### src/rtl/rfid_cmd_dispatch.sv
// rfid_cmd_dispatch: one-deep queued command scheduler between frame parser and handlers.
// Define RFID_CMD_TIMEOUT_EN to build the handler timeout (code 0xE2).
module rfid_cmd_dispatch #(
   parameter int MAX_LEN     = 32,
   parameter int N_HND       = 4,
   parameter int TIMEOUT_CYC = 1000
) (
   input  logic                 clk,
   input  logic                 rst,
   input  logic                 pkt_ready,
   input  logic                 pkt_bad,
   input  logic [7:0]           pkt_type,
   input  logic [7:0]           pkt_len,
   input  logic [8*MAX_LEN-1:0] payload_bus,
   output logic [N_HND-1:0]     cmd_req,
   output logic [7:0]           cmd_len,
   output logic [8*MAX_LEN-1:0] cmd_payload,
   input  logic [N_HND-1:0]     hnd_done,
   input  logic [N_HND-1:0]     hnd_err,
   output logic                 rsp_valid,
   input  logic                 rsp_ready,
   output logic [7:0]           rsp_type,
   output logic [7:0]           rsp_code,
   output logic                 busy,
   output logic [7:0]           drop_cnt,
   output logic [7:0]           bad_cnt
);

   localparam int PW = 8*MAX_LEN;

   typedef enum logic [1:0] {
      IDLE,
      WAIT,
      RESP
   } state_t;

   state_t         state_q;
   logic [7:0]     act_type_q;
   logic           pend_vld_q;
   logic [7:0]     pend_type_q;
   logic [7:0]     pend_len_q;
   logic [PW-1:0]  pend_pay_q;

   logic [7:0]     act_type_d;
   logic [7:0]     act_len_d;
   logic [PW-1:0]  act_pay_d;
   logic [N_HND-1:0] act_oh_d;
   logic           take;
   logic           done_hit;
   logic           err_hit;
   logic           tmo_hit;

   function automatic logic [N_HND-1:0] sel_oh(input logic [7:0] t);
      sel_oh = '0;
      for (int i = 0; i < N_HND; i++)
         if (t == 8'(i + 1)) sel_oh[i] = 1'b1;
   endfunction

   // The pending slot always has priority over a newly arriving packet.
   always_comb begin
      take       = pend_vld_q | pkt_ready;
      act_type_d = pend_vld_q ? pend_type_q : pkt_type;
      act_len_d  = pend_vld_q ? pend_len_q : pkt_len;
      act_pay_d  = pend_vld_q ? pend_pay_q : payload_bus;
      act_oh_d   = sel_oh(act_type_d);
   end

   assign done_hit = |(hnd_done & cmd_req);
   assign err_hit  = |(hnd_err & cmd_req);
   assign busy     = (state_q != IDLE);

`ifdef RFID_CMD_TIMEOUT_EN
   logic [15:0] tmo_q;

   assign tmo_hit = (tmo_q == 16'(TIMEOUT_CYC - 1));

   always_ff @(posedge clk or posedge rst) begin
      if (rst)
         tmo_q <= '0;
      else if (state_q != WAIT)
         tmo_q <= '0;
      else
         tmo_q <= tmo_q + 16'd1;
   end
`else
   logic unused_tmo;

   assign tmo_hit    = 1'b0;
   assign unused_tmo = ^TIMEOUT_CYC;
`endif

   always_ff @(posedge clk or posedge rst) begin
      if (rst) begin
         state_q     <= IDLE;
         act_type_q  <= '0;
         pend_vld_q  <= 1'b0;
         pend_type_q <= '0;
         pend_len_q  <= '0;
         pend_pay_q  <= '0;
         cmd_req     <= '0;
         cmd_len     <= '0;
         cmd_payload <= '0;
         rsp_valid   <= 1'b0;
         rsp_type    <= '0;
         rsp_code    <= '0;
         drop_cnt    <= '0;
         bad_cnt     <= '0;
      end else begin
         if (pkt_bad && bad_cnt != 8'hFF)
            bad_cnt <= bad_cnt + 8'd1;

         unique case (state_q)
            IDLE: begin
               if (take) begin
                  act_type_q  <= act_type_d;
                  cmd_len     <= act_len_d;
                  cmd_payload <= act_pay_d;
                  pend_vld_q  <= pend_vld_q & pkt_ready;
                  if (pend_vld_q && pkt_ready) begin
                     pend_type_q <= pkt_type;
                     pend_len_q  <= pkt_len;
                     pend_pay_q  <= payload_bus;
                  end
                  if (act_oh_d != '0) begin
                     cmd_req <= act_oh_d;
                     state_q <= WAIT;
                  end else begin
                     rsp_valid <= 1'b1;
                     rsp_type  <= act_type_d | 8'h80;
                     rsp_code  <= 8'hE3;
                     state_q   <= RESP;
                  end
               end
            end
            WAIT: begin
               if (err_hit || done_hit || tmo_hit) begin
                  cmd_req   <= '0;
                  rsp_valid <= 1'b1;
                  rsp_type  <= act_type_q | 8'h80;
                  rsp_code  <= err_hit  ? 8'hE1 :
                               done_hit ? 8'h00 : 8'hE2;
                  state_q   <= RESP;
               end
            end
            RESP: begin
               if (rsp_ready) begin
                  rsp_valid <= 1'b0;
                  state_q   <= IDLE;
               end
            end
            default: state_q <= IDLE;
         endcase

         if (state_q != IDLE && pkt_ready) begin
            if (!pend_vld_q) begin
               pend_vld_q  <= 1'b1;
               pend_type_q <= pkt_type;
               pend_len_q  <= pkt_len;
               pend_pay_q  <= payload_bus;
            end else if (drop_cnt != 8'hFF) begin
               drop_cnt <= drop_cnt + 8'd1;
            end
         end
      end
   end

endmodule

### config.mk
export PLATFORM = sky130hd
export DESIGN_NAME = rfid_cmd_dispatch
export DESIGN_NICKNAME = d
export VERILOG_FILES = /design/src/rtl/rfid_cmd_dispatch.sv
export SDC_FILE = /design/constraint.sdc
export NUM_CORES = 1
export LEC_CHECK = 0
export CORE_ASPECT_RATIO = 0.6
export CORE_MARGIN = 2
export CORE_UTILIZATION = 51
export CTS_BUF_LIST = sky130_fd_sc_hd__clkbuf_8
export DETAILED_ROUTE_END_ITERATION = 7
export GPL_TIMING_DRIVEN = 0
export PLACE_DENSITY = 0.84
export SYNTH_ARGS = -nofsm -noshare
export SYNTH_HDL_FRONTEND = slang
export SYNTH_SLANG_ARGS = --single-unit
### constraint.sdc
create_clock -name clk -period 21.3 [get_ports clk]
set_input_delay 3.195 -clock clk [delete_from_list [all_inputs] [get_ports clk]]
set_output_delay 3.195 -clock clk [all_outputs]
set_load 0.05 [all_outputs]
==> out/summary.txt <==
Status -> complete, no violations
1st-iter DRT viols -> 1048
Final min period -> 5.964 ns
Clk pin slew, worst setup/hold paths -> 0.06 ns
Total wire length -> 70.83 mm
Number of gates resized after cts -> 0
GR Util met2 -> 0.4512
CTS buffer count -> 86
Register-to-Register Path Depth -> 6
Total Die Area -> 49100 µm²
Chip Height -> 172.4 µm
CTS Hold Buffers Added -> 0
Initial antenna violation count -> 9
TritonRoute pass-1 iters -> 5
Yosys warning count -> 0
Sequential share of the synthesized area -> 0.5998
CTS H-tree lvls -> 3
GR Util met3 -> 0.06755
Hold path start -> cmd_payload[43]
HP Class -> reg2reg
Number of synthesized register bits -> 578
I/O Pins -> 587
Starting Density -> 0.5188
Final non-filler cell total -> 3311
Worst hold endpoint -> cmd_payload[43]
Fin nets -> 2898
Crit Reg-Reg Endpoint -> cmd_payload[101]
Placed Cells -> 3150
WL/cell -> 21.39 µm
DR vias/cell -> 5.489
Final ANT Viol Nets -> 0
Crit end category -> output port
Kind of critical path -> reg2out
Gr ovfl total -> 0
Area grow syn2layout -> 35.12%
Hpwl dp -> 52.05 mm
Crit path max fanout -> 10
Clock sink count -> 578
Total number of vias -> 18170
WHS Path Cells -> 2
Power per Cell Area -> 188.6 nW/µm²
Core area -> 46480 µm²
Crit path required time -> 18.11 ns
WHS -> 0.4777 ns
Fin util -> 0.7010
Vias in the first global route -> 18830
Final setup vio count -> 0
Reg2reg setup slack -> 18.27 ns
Critical Path AT -> 2.77 ns
Main synth FF type -> dfrtp_1
CTS Buffer Depth -> 3
Hold Fails Final Rpt -> 0
Grt met1 use -> 0.3638
Share of layout cells above drive strength 1 -> 0.1711
DRC errors left -> 0
Number of port buffers -> 583
Clock Latency Late Sink -> 0.64 ns
CTS root buffer -> clkbuf_8
Fmax -> 167.7 MHz
Cell Area, Synth -> 24110 µm²
GRT Max-Usage Layer -> met2
Startpoint Class -> flip-flop
Setup tns final -> 0 ns
Reg-to-Reg Start -> pend_vld_q
FILL cells -> 3171
Synth Area per Inst -> 12.49 µm²
Peak supply drop -> 0.1252 mV
Global router's overall resource usage -> 0.2828
Final Max Tran Viols -> 0
Routability cong. -> 0.8810
Global-route wire length before repair -> 107.3 mm
Die width -> 284.7 µm
Final Skew -> 0.03574 ns
Final Power -> 6.144 mW
Worst Max-Slew Pin Slew -> 0.9355 ns
Unrepaired setup endpoints after global routing -> no
Synth Instances -> 1931
Std cell rows -> 61
Lkg Pwr -> 14.70 nW
Relative slew slack -> 0.3763
Max_cap viols -> 0
TritonCTS clock tree -> yes
Yosys cell types -> 45
EDFF count, synth -> 0
Post-CTS Setup Repair Bufs -> 0
Largest net degree at the start of global routing -> 135
Tcrit/Tclk final -> 0.2800
Post-synth ARST share -> 1.000
==> metal layers <==
layer,wire [µm],vias to the layer above
met5,13,-
met4,3638,2
met3,4572,209
met2,33700,661
met1,28900,9203
li1,-,8098
==> cells in the mapped netlist, drive strengths merged (2+ instances only) <==
library cell	count	area [µm²]
buf	65	317.8
and3	2	12.51
xor2	6	52.55
nand3	6	30.03
inv	10	37.54
mux2	283	3187
clkbuf	64	240.2
a22oi	2	15.01
nand4	2	12.51
o21ai	284	1425
a21oi	3	15.01
and4	4	37.54
xnor2	9	78.83
nand2	292	1096
ha	5	62.56
nor2	8	30.03
o21a	2	15.01
nor3	6	41.29
a22o	5	43.79
mux2i	273	2733
o31ai	2	15.01
nor4	2	12.51
and2	2	12.51
dfrtp	578	14460
==> worst max path at each step <==
stage	depth (start not counted)	end	startpoint
5_1_grt	5	busy	state_q[0]
3_5_place_dp	7	cmd_payload[22]	pkt_ready
3_3_place_gp	2	cmd_payload[108]	rst
6_report	5	busy	state_q[0]
4_1_cts	5	busy	state_q[0]
2_1_floorplan	1	act_type_q[0]	rst
==> logic make-up (layout without fill, tap and decap cells) <==
family,Yosys count,count (layout),synth area share
flops,578,578,0.5998
other cells,1,13,0.0001555
compound gates,308,308,0.06709
fa+ha+maj,5,5,0.002594
buf+inv,139,877,0.02470
xor+xnor,15,15,0.005448
mux,556,556,0.2455
simple gates,329,329,0.05474
==> flip-flops by register name, summed over array words and instances, names as in the netlist <==
register,count
bad_cnt,8
pend_vld_q,1
pend_pay_q,256
state_q,2
act_type_q,7
drop_cnt,8
rsp_type,8
rsp_valid,1
cmd_req,4
cmd_len,8
cmd_payload,256
rsp_code,3
pend_type_q,8
pend_len_q,8
==> cell usage in the layout, fill, tap and decap left out, types with 41 or more instances in the layout <==
| master | instances |
|---|---|
| nand2_1 | 292 |
| mux2i_1 | 273 |
| mux2_2 | 283 |
| inv_1 | 43 |
| clkdlybuf4s50_1 | 583 |
| clkbuf_1 | 64 |
| dfrtp_1 | 578 |
| clkbuf_8 | 100 |
| o21ai_0 | 283 |
| buf_2 | 41 |
==> through the flow <==
stage / area (µm²) / setup slack (ns)
floorplan: 24120 / 1.934
global placement: 30750 / -4.075
detailed placement: 30860 / 15.03
CTS: 32560 / 15.34
global route: 32580 / 15.21
finish: 32580 / 15.34
==> critical path: stages (launching register included) <==
cell and delay, ns:
dfrtp_1 0.39, inv_1 0.10, ha_1 0.24, clkbuf_1 0.43, inv_1 0.19, clkdlybuf4s50_1 0.78
==> final cells by class <==
cell class                 instances  area [µm²]  area share
tap                              630       788.3     0.02419
antenna                           10       25.02   0.0007680
buffer                           129       558.0     0.01713
clock buffer                     100        1376     0.04224
inverter                          10       45.04    0.001382
sequential                       578       14460      0.4439
timing repair buffer             587        5946      0.1825
multi-input combinational       1216        9062      0.2781
clock inverter                    51       319.1    0.009792
==> where the power goes <==
part	internal [mW]	switching, mW	leakage (nW)	total (mW)
registers	1.66	0.311	6.96	1.97
clock network	0.466	0.437	0.995	0.903
logic	1.24	2.04	6.75	3.27
(Power assumes the default switching activity.)
